### src/rtl/boot_loader.sv
// Boot loader: walks a descriptor list in ROM and copies bursts of main-memory
// words into IM or DM, holding the CPU in reset until the list terminates.
module boot_loader #(
    parameter int DATA_W = 32,
    parameter int ROM_AW = 8,
    parameter int MEM_AW = 14,
    parameter int IM_AW  = 10,
    parameter int DM_AW  = 15,
    parameter int DST_W  = 14,
    parameter int LEN_W  = 6,
    parameter int CNT_W  = 16,
    parameter int DESC_W = 2 + LEN_W + MEM_AW + DST_W
) (
    input  logic              clk,
    input  logic              rst,
    input  logic              system_enable,
    output logic              rom_enable,
    output logic              rom_read,
    output logic [ROM_AW-1:0] rom_address,
    input  logic [DESC_W-1:0] rom_out,
    output logic              MEM_en,
    output logic              MEM_read,
    output logic              MEM_write,
    output logic [MEM_AW-1:0] MEM_addr,
    input  logic [DATA_W-1:0] MEM_data,
    output logic              IM_enable,
    output logic              IM_write,
    output logic [IM_AW-1:0]  IM_address,
    output logic [DATA_W-1:0] IM_in,
    output logic              DM_enable,
    output logic              DM_write,
    output logic [DM_AW-1:0]  DM_address,
    output logic [DATA_W-1:0] DM_in,
    output logic              cpu_hold,
    output logic              done,
    output logic              error,
    output logic [CNT_W-1:0]  words_copied
);

    localparam int OP_LSB  = DESC_W - 2;
    localparam int LEN_LSB = OP_LSB - LEN_W;

    typedef enum logic [2:0] {
        S_IDLE, S_FETCH, S_DECODE, S_COPY, S_DONE, S_ERR
    } state_t;

    state_t             state, state_nx;
    logic [ROM_AW-1:0]  ptr;
    logic [1:0]         op_r;
    logic [LEN_W-1:0]   len_r;
    logic [MEM_AW-1:0]  src_r;
    logic [DST_W-1:0]   dst_r;
    logic [LEN_W:0]     k;
    logic [LEN_W:0]     k_m1;
    logic [LEN_W:0]     n_words;
    logic [CNT_W-1:0]   cnt;

    assign n_words      = {1'b0, len_r} + {{LEN_W{1'b0}}, 1'b1};
    assign k_m1         = k - {{LEN_W{1'b0}}, 1'b1};
    assign MEM_write    = 1'b0;
    assign words_copied = cnt;

    always_ff @(posedge clk or posedge rst) begin
        if (rst) begin
            state <= S_IDLE;
            ptr   <= '0;
            op_r  <= '0;
            len_r <= '0;
            src_r <= '0;
            dst_r <= '0;
            k     <= '0;
            cnt   <= '0;
        end else begin
            state <= state_nx;
            case (state)
                S_DECODE: begin
                    op_r  <= rom_out[DESC_W-1 -: 2];
                    len_r <= rom_out[OP_LSB-1 -: LEN_W];
                    src_r <= rom_out[LEN_LSB-1 -: MEM_AW];
                    dst_r <= rom_out[DST_W-1:0];
                    k     <= '0;
                end
                S_COPY: begin
                    k <= k + {{LEN_W{1'b0}}, 1'b1};
                    if (k != '0 && cnt != '1) cnt <= cnt + {{(CNT_W-1){1'b0}}, 1'b1};
                    if (k == n_words && ptr != '1) ptr <= ptr + {{(ROM_AW-1){1'b0}}, 1'b1};
                end
                default: ;
            endcase
        end
    end

    // Memories return read data the cycle after the read strobe, so COPY reads
    // word k while writing word k-1 and needs one extra drain cycle.
    always_comb begin
        state_nx    = state;
        rom_enable  = 1'b0;
        rom_read    = 1'b0;
        rom_address = '0;
        MEM_en      = 1'b0;
        MEM_read    = 1'b0;
        MEM_addr    = '0;
        IM_enable   = 1'b0;
        IM_write    = 1'b0;
        IM_address  = '0;
        IM_in       = '0;
        DM_enable   = 1'b0;
        DM_write    = 1'b0;
        DM_address  = '0;
        DM_in       = '0;
        cpu_hold    = 1'b1;
        done        = 1'b0;
        error       = 1'b0;
        case (state)
            S_IDLE: if (system_enable) state_nx = S_FETCH;
            S_FETCH: begin
                rom_enable  = 1'b1;
                rom_read    = 1'b1;
                rom_address = ptr;
                state_nx    = S_DECODE;
            end
            S_DECODE: begin
                case (rom_out[DESC_W-1 -: 2])
                    2'b00:   state_nx = S_DONE;
                    2'b11:   state_nx = S_ERR;
                    default: state_nx = S_COPY;
                endcase
            end
            S_COPY: begin
                if (k != n_words) begin
                    MEM_en   = 1'b1;
                    MEM_read = 1'b1;
                    MEM_addr = src_r + MEM_AW'(k);
                end
                if (k != '0) begin
                    if (op_r == 2'b01) begin
                        IM_enable  = 1'b1;
                        IM_write   = 1'b1;
                        IM_address = IM_AW'(dst_r) + IM_AW'(k_m1);
                        IM_in      = MEM_data;
                    end else begin
                        DM_enable  = 1'b1;
                        DM_write   = 1'b1;
                        DM_address = DM_AW'(dst_r) + DM_AW'(k_m1);
                        DM_in      = MEM_data;
                    end
                end
                if (k == n_words) state_nx = (ptr == '1) ? S_ERR : S_FETCH;
            end
            S_DONE: begin
                done     = 1'b1;
                cpu_hold = 1'b0;
            end
            S_ERR: error = 1'b1;
            default: state_nx = S_IDLE;
        endcase
    end

endmodule

### config.mk
export PLATFORM = sky130hd
export DESIGN_NAME = boot_loader
export DESIGN_NICKNAME = d
export VERILOG_FILES = /design/src/rtl/boot_loader.sv
export SDC_FILE = /design/constraint.sdc
export NUM_CORES = 1
export LEC_CHECK = 0
export ABC_AREA = 1
export BUFFER_PORTS_ARGS = -buffer_cell sky130_fd_sc_hd__buf_4
export CAP_MARGIN = 10
export CELL_PAD_IN_SITES_DETAIL_PLACEMENT = 1
export CELL_PAD_IN_SITES_GLOBAL_PLACEMENT = 2
export CORE_MARGIN = 3
export CORE_UTILIZATION = 26
export CTS_CLUSTER_SIZE = 8
export DETAILED_ROUTE_END_ITERATION = 6
export PLACE_DENSITY = 0.87
export SYNTH_ARGS = -nofsm -noshare
export SYNTH_HDL_FRONTEND = slang
export SYNTH_SLANG_ARGS = --single-unit
### constraint.sdc
create_clock -name clk -period 2.35 [get_ports clk]
set_input_delay 0.235 -clock clk [delete_from_list [all_inputs] [get_ports clk]]
set_output_delay 0.235 -clock clk [all_outputs]
set_load 0.02 [all_outputs]
==> reports/metrics.yaml, run 1 <==
grt:
  grt_busiest_layer: "met2"
  grt_overflow_total: 0
  antenna_found_initial: 0
  grt_first_pass_wirelength_mm: 31.1
  gr-usage-met1_pct: 20.6
  grt_max_degree: 71
  grt_usage_pct: 17.4
  grt_pass1_vias: 6140
  met2_usage_pct: 31.6
  grt_util_met3_pct: 4.33
placement:
  pre_cts_ws_ns: -0.242
  dp_hpwl_mm: 15.0
  port_buffers: 208
  place_congestion: 0.850
worst_hold_path:
  hp-class: "input pin to flop"
synth:
  synth_warnings: 0
  yosysUniqueCellTypes: 38
  synthArstFlopShare_pct: 100
  synth_largest_area_cell: "dfrtp_1"
  ys_ff_latch: 70
  synth_top_area_share_pct: 32.6
  syn_area_um2: 5380
  synth-edff-count: 0
  postSynthCellCount: 797
  synth_flop_cell: "dfrtp_1"
  synthTopCellsByCount: "nand2_1, nor2_1, inv_1"
  syn_area_per_cell_um2: 6.75
  yosys.cell_count.top_type: "nand2_1"
  synth_seq_area_share_pct: 32.6
  yosys-top-cells-area: "dfrtp_1, nand2_1, nor2_1"
  syn-num-nets: 892
detailed_routing:
  ant_nets: 0
  wirelength_mm: 20.8
  dr.pass1.iters: 4
  viasPerCell: 4.51
  first_iter_violations: 167
  post_drt_wl_per_cell_um: 15.7
  dr_total_vias: 5994
  drc_errors: 0
status:
  violations: "negative setup slack"
  outcome: "finished with violations"
timing:
  fin_crit_ns: 2.76
  finalHoldViolCount: 0
  rsz0062_at_grt: "yes"
  max_freq_mhz: 362
  skew_ns: 0.00635
  min_period_over_period_pct: 118
  fin_ws_ns: -0.411
  finalMaxSlewViolations: 0
  setup_violations: 31
floorplanning:
  initial_utilization_pct: 27.0
  fp.dieH_um: 150
  core_area_um2: 19900
  num_rows: 51
  die_area_um2: 22400
  die_x_um: 150
  pin_count: 210
cts:
  worst_skew_pair.late_latency_ns: 0.34
  clkTransAtPathRegs_ns: 0.06
  cts_tree: "done"
  cts_buffers: 9
  clkSinkCount: 70
  root_buffer: "clkbuf_16"
  cts_buffer_depth: 2
  cts_max_level: 3
finish:
  area_growth_pct: 64.0
  diodes: 0
  final_net_count: 1154
  fill_cells: 2504
  post_route_cells_drive_above_1_share_pct: 42.7
setup_path:
  cp_max_fo: 4
  cp-start-kind: "flop"
  crit_required_ns: 2.12
  critPathKind: "flop to output port"
  worstSetupEndpointType: "output port"
  worstPathArrival_ns: 2.53
pwr:
  power_w: 0.0114
  powerDensity_nw_per_um2: 1300
  p_leak_nw: 4.57
  vdd_drop_max_mv: 0.662
job:
  max_cap_violations: 0
-- flip-flops by register name (all words and copies together) (netlist names) --
signal and flops:
words_copied 16, dst_r 14, src_r 14, ptr 8, k 7, len_r 6
state 3, op_r 2
-- metrics by stage --
step | area, µm² | hold slack (ns) | utilization, % | setup TNS [ns] | instances
floorplan | 5400 | 0.352 | - | -0.0428 | 797
global placement | 7430 | 0.363 | 37.3 | -1.17 | 1281
detailed placement | 7430 | 0.365 | 37.3 | -1.91 | 1281
CTS | 8300 | 0.0788 | 41.7 | -6.91 | 1313
global route | 8820 | 0.0950 | 44.3 | -15.76 | 1329
finish | 8820 | 0.0933 | 44.3 | -7.82 | 1329
-- cells by family after synthesis --
logic type | share of synthesized area, %
buffers and inverters | 11.3
adder cells (fa/ha/maj) | 5.86
AND/OR/NAND/NOR | 37.7
XOR/XNOR | 6.68
other | 0.0697
flip-flops | 32.6
AO/OA/AOI/OAI | 5.75
-- critical path, cell delays in order (launching register included) --
cell,delay (ns)
dfrtp_1,0.41
inv_4,0.12
ha_4,0.16
nand3_2,0.08
xor2_1,0.15
ha_1,0.33
nand2_2,0.12
nor2_2,0.05
nor2_2,0.15
nand2_4,0.10
buf_6,0.13
xnor2_2,0.19
nor2_2,0.05
buf_4,0.15
-- power by group --
part           total, W  switching (W)  internal, W
combinational   0.00778        0.00434      0.00344
clock           0.00152       0.000535     0.000987
sequential      0.00214       0.000519      0.00162
total            0.0114        0.00540      0.00604
-- cell type report --
cell class	instances	area, µm²	area share [%]
multi-input combinational	587	3660	41.5
clock inverter	5	81.3	0.922
tap	265	332	3.76
inverter	114	458	5.19
sequential	70	1760	19.9
timing repair buffer	276	2260	25.7
timing repair inverter	1	16.3	0.184
clock buffer	11	253	2.87
-- cells in the final DEF (no fill, tap or decap), types with 10 or more instances in the layout --
| cell type | netlist | final |
|---|---|---|
| inv_2 | 11 | 13 |
| ha_1 | 22 | 11 |
| nand2_4 | 2 | 10 |
| dfrtp_1 | 70 | 66 |
| buf_6 | 6 | 30 |
| nor2_1 | 136 | 112 |
| xor2_1 | 27 | 23 |
| nor2_2 | 19 | 32 |
| buf_4 | 6 | 239 |
| nor2_4 | 1 | 12 |
| inv_1 | 101 | 95 |
| nand3_1 | 29 | 23 |
| o21ai_0 | 13 | 13 |
| ha_4 | 0 | 10 |
| nor3_1 | 14 | 10 |
| nand2_1 | 238 | 213 |
| nand2_2 | 6 | 21 |
| nand4_1 | 12 | 12 |
-- routing by layer --
| layer | vias up | share of wire (%) |
|---|---|---|
| met5 | - | 0 |
| met4 | 0 | 1.5 |
| met3 | 21 | 7.3 |
| met2 | 188 | 50 |
| met1 | 2827 | 41 |
| li1 | 2958 | - |
-- worst paths after layout --
check                            start              end  slack, ns  cells past startpoint
max                               k[1]    DM_address[7]      -0.41                     13
max reg2reg                       k[0]  words_copied[4]       0.37                     12
min in group asynchronous          rst         src_r[9]       0.53                      4
min                        rom_out[23]         src_r[9]       0.09                      3
max in group asynchronous          rst             k[4]       1.47                      4
min reg2reg                   dst_r[2]         dst_r[2]       0.49                      2
-- repair_timing --
item / in CTS / in global routing
pin swaps: 33 / 47
cloned: 2 / 0
hold buffers: 1 / 0
buffers inserted: 14 / 24
gates resized for setup: 84 / 95
endpoints found under the setup margin: 103 / 86
hold endpoints to repair: 18 / 0
Power figures use the tool's default switching activity.
==> run 2: changes to the inputs <==
--- a/config.mk
+++ b/config.mk
@@ -5,13 +5,13 @@
 export SDC_FILE = /design/constraint.sdc
 export NUM_CORES = 1
 export LEC_CHECK = 0
-export ABC_AREA = 1
+export ABC_AREA = 0
 export BUFFER_PORTS_ARGS = -buffer_cell sky130_fd_sc_hd__buf_4
 export CAP_MARGIN = 10
 export CELL_PAD_IN_SITES_DETAIL_PLACEMENT = 1
 export CELL_PAD_IN_SITES_GLOBAL_PLACEMENT = 2
 export CORE_MARGIN = 3
-export CORE_UTILIZATION = 26
+export CORE_UTILIZATION = 28
 export CTS_CLUSTER_SIZE = 8
 export DETAILED_ROUTE_END_ITERATION = 6
 export PLACE_DENSITY = 0.87
==> constraint.sdc (replaced) <==
create_clock -name clk -period 2.59 [get_ports clk]
set_input_delay 0.259 -clock clk [delete_from_list [all_inputs] [get_ports clk]]
set_output_delay 0.259 -clock clk [all_outputs]
set_load 0.02 [all_outputs]
==> reports/metrics.yaml, run 2 <==
status:
  outcome: "finished with violations"
  violations: "negative hold slack, negative setup slack"
finish:
  final_net_count: 865
  largest_reg_flops: 16
  diodes: 0
  seqCellArea_um2: 1760
  layout_common_cells: "buf_4, dfrtp_1, and2_1, and3_1, mux2_2"
  area_growth_pct: 68.4
  fill_cells: 1868
  fin_cells: 995
  post_route_cells_drive_above_1_share_pct: 54.8
  final_common_cell: "buf_4"
  multiInputGateArea_um2: 3510
synth:
  syn_area_per_cell_um2: 9.35
  synth_seq_area_share_pct: 36.2
  synthSimpleGateAreaFrac_pct: 24.9
  synth_warnings: 0
  synth_xor_area_share_pct: 9.94
  syn-num-nets: 613
  synth_fa_ha_area_share_pct: 6.51
  muxShareOfSynthArea_pct: 9.04
  syn_area_um2: 4840
  synth-edff-count: 0
  ys_ff_latch: 70
  synthArstFlopShare_pct: 100
  synth_top_area_share_pct: 36.2
  synth_top_family_by_area: "simple AND/OR/NAND/NOR gates"
  synth_flop_cell: "dfrtp_1"
  yosys-top-cells-area: "dfrtp_1, mux2_2, xnor2_1"
  synth_compound_area_share_pct: 8.81
  synthTopCellsByCount: "dfrtp_1, nor2_1, and2_1"
  synth_largest_area_cell: "dfrtp_1"
  yosysUniqueCellTypes: 55
  yosys.cell_count.top_type: "dfrtp_1"
  postSynthCellCount: 518
timing:
  finalMaxSlewViolations: 0
  min_period_over_period_pct: 111
  setup_violations: 66
  max_freq_mhz: 349
  whs_ns: -0.00627
  rsz0062_at_grt: "yes"
  slew_headroom_pct: 59.9
  skew_ns: 0.00762
  finalSetupTns_ns: -7.26
  fin_crit_ns: 2.87
  finalHoldViolCount: 8
  fin_ws_ns: -0.276
  tightest_slew_ns: 0.600
setup_path:
  crit_required_ns: 2.33
  cp-start-kind: "flop"
  worstSetupEndpointType: "output port"
  critPathKind: "flop to output port"
  worstPathArrival_ns: 2.61
  cp_max_fo: 4
grt:
  antenna_found_initial: 0
  grt_overflow_total: 0
  grt_max_degree: 46
  grt_pass1_vias: 5107
  grt_usage_pct: 17.6
  grt_first_pass_wirelength_mm: 26.2
detailed_routing:
  ant_nets: 0
  first_iter_violations: 164
  wirelength_mm: 18.8
  dr_total_vias: 4854
  drc_errors: 0
  post_drt_wl_per_cell_um: 18.9
  dr.pass1.iters: 4
  viasPerCell: 4.88
cts:
  clkSinkCount: 70
  cts_buffer_depth: 2
  cts_tree: "done"
  cts_buffers: 9
  cts_max_level: 3
  root_buffer: "clkbuf_16"
  clkTransAtPathRegs_ns: 0.06
  worst_skew_pair.late_latency_ns: 0.34
floorplanning:
  num_rows: 47
  pin_count: 210
  fp.dieH_um: 138
  die_area_um2: 18900
  core_area_um2: 16800
  initial_utilization_pct: 28.9
  die_x_um: 138
placement:
  place_congestion: 0.836
  dp_hpwl_mm: 13.5
  dp.cells: 946
  port_buffers: 208
pwr:
  powerDensity_nw_per_um2: 1220
  vdd_drop_max_mv: 0.592
  p_leak_nw: 3.87
worst_hold_path:
  hp-class: "input pin to async pin"
job:
  max_cap_violations: 0
-- run 2: changes by cell type in the layout (fill, tap and decap cells not counted), sizes merged, moves of 16 or more --
cell,before,now
and2,0,45
and3,0,44
inv,115,17
mux2,0,38
nand2,246,27
nand3,32,16
nor2,158,48
xnor2,14,33
-- run 2: area by class of cell --
| cell class | instances | share of cell area, % |
|---|---|---|
| inverter | 17 | 0.951 |
| clock buffer | 10 | 2.93 |
| tap | 220 | 3.37 |
| timing repair buffer | 271 | 27.0 |
| clock inverter | 6 | 1.15 |
| sequential | 70 | 21.6 |
| multi-input combinational | 401 | 43.0 |
-- run 2: metrics by stage --
stage                     util, %  worst slack, ns  cell area (µm²)  hold slack [ns]  total power, W
after floorplan                 -          -0.0594             4860            0.411         0.00484
after detailed placement     40.6           -0.139             6810            0.381         0.00656
after global routing         48.7           -0.433             8160           0.0542          0.0106
after CTS                    45.7           -0.272             7650           0.0183         0.00895
after global placement       40.6          -0.0601             6810            0.369         0.00637
final                        48.7           -0.276             8160         -0.00627         0.00996
-- run 2: cell families (layout without fill, tap and decap cells) --
| family | after synthesis | in the layout |
|---|---|---|
| AO/OA/AOI/OAI | 63 | 63 |
| XOR/XNOR | 55 | 55 |
| adder cells (fa/ha/maj) | 24 | 24 |
| buffers and inverters | 47 | 304 |
| flip-flops | 70 | 70 |
| multiplexers | 39 | 39 |
| other | 1 | 1 |
| AND/OR/NAND/NOR | 219 | 219 |
-- run 2: critical path, stage by stage, from the launching register on --
cell and delay (ns):
dfrtp_2 0.43, buf_6 0.13, nor3_4 0.20, xor2_2 0.24, ha_1 0.31, nand3_2 0.11
a21boi_2 0.05, o21ai_1 0.12, buf_4 0.18, a21oi_2 0.07, xnor2_1 0.14, nor2_1 0.12
buf_4 0.16
-- run 2: power breakdown --
part	switching [W]	internal, W	total [W]
registers	0.000461	0.00148	0.00194
clock network	0.000522	0.000877	0.00140
logic	0.00343	0.00319	0.00662
-- run 2: final timing paths --
path / cells after the start / slack [ns] / end / startpoint
setup / recovery: 12 / -0.28 / DM_address[12] / k[0]
hold / removal: 2 / -0.006 / ptr[6] / rst
setup reg to reg: 11 / 0.08 / ptr[1] / k[2]
hold reg to reg: 1 / 0.49 / ptr[5] / ptr[5]
max in group asynchronous: 3 / 1.93 / k[5] / rst
min in group clk: 2 / 0.15 / dst_r[12] / rom_out[12]
-- run 2: repair_timing --
action	in CTS	in global routing
resized for setup	84	68
hold buffers	0	0
pin swaps	54	53
buffers inserted	18	17
gates cloned	0	1
endpoints found under the setup margin	75	75
-- run 2: metal layers --
layer	up-vias	global-route usage, %	wire, µm
li1	2286	-	-
met5	-	0	0
met3	30	3.54	1080
met2	152	34.2	10300
met4	0	6.65	422
met1	2386	18.4	6980
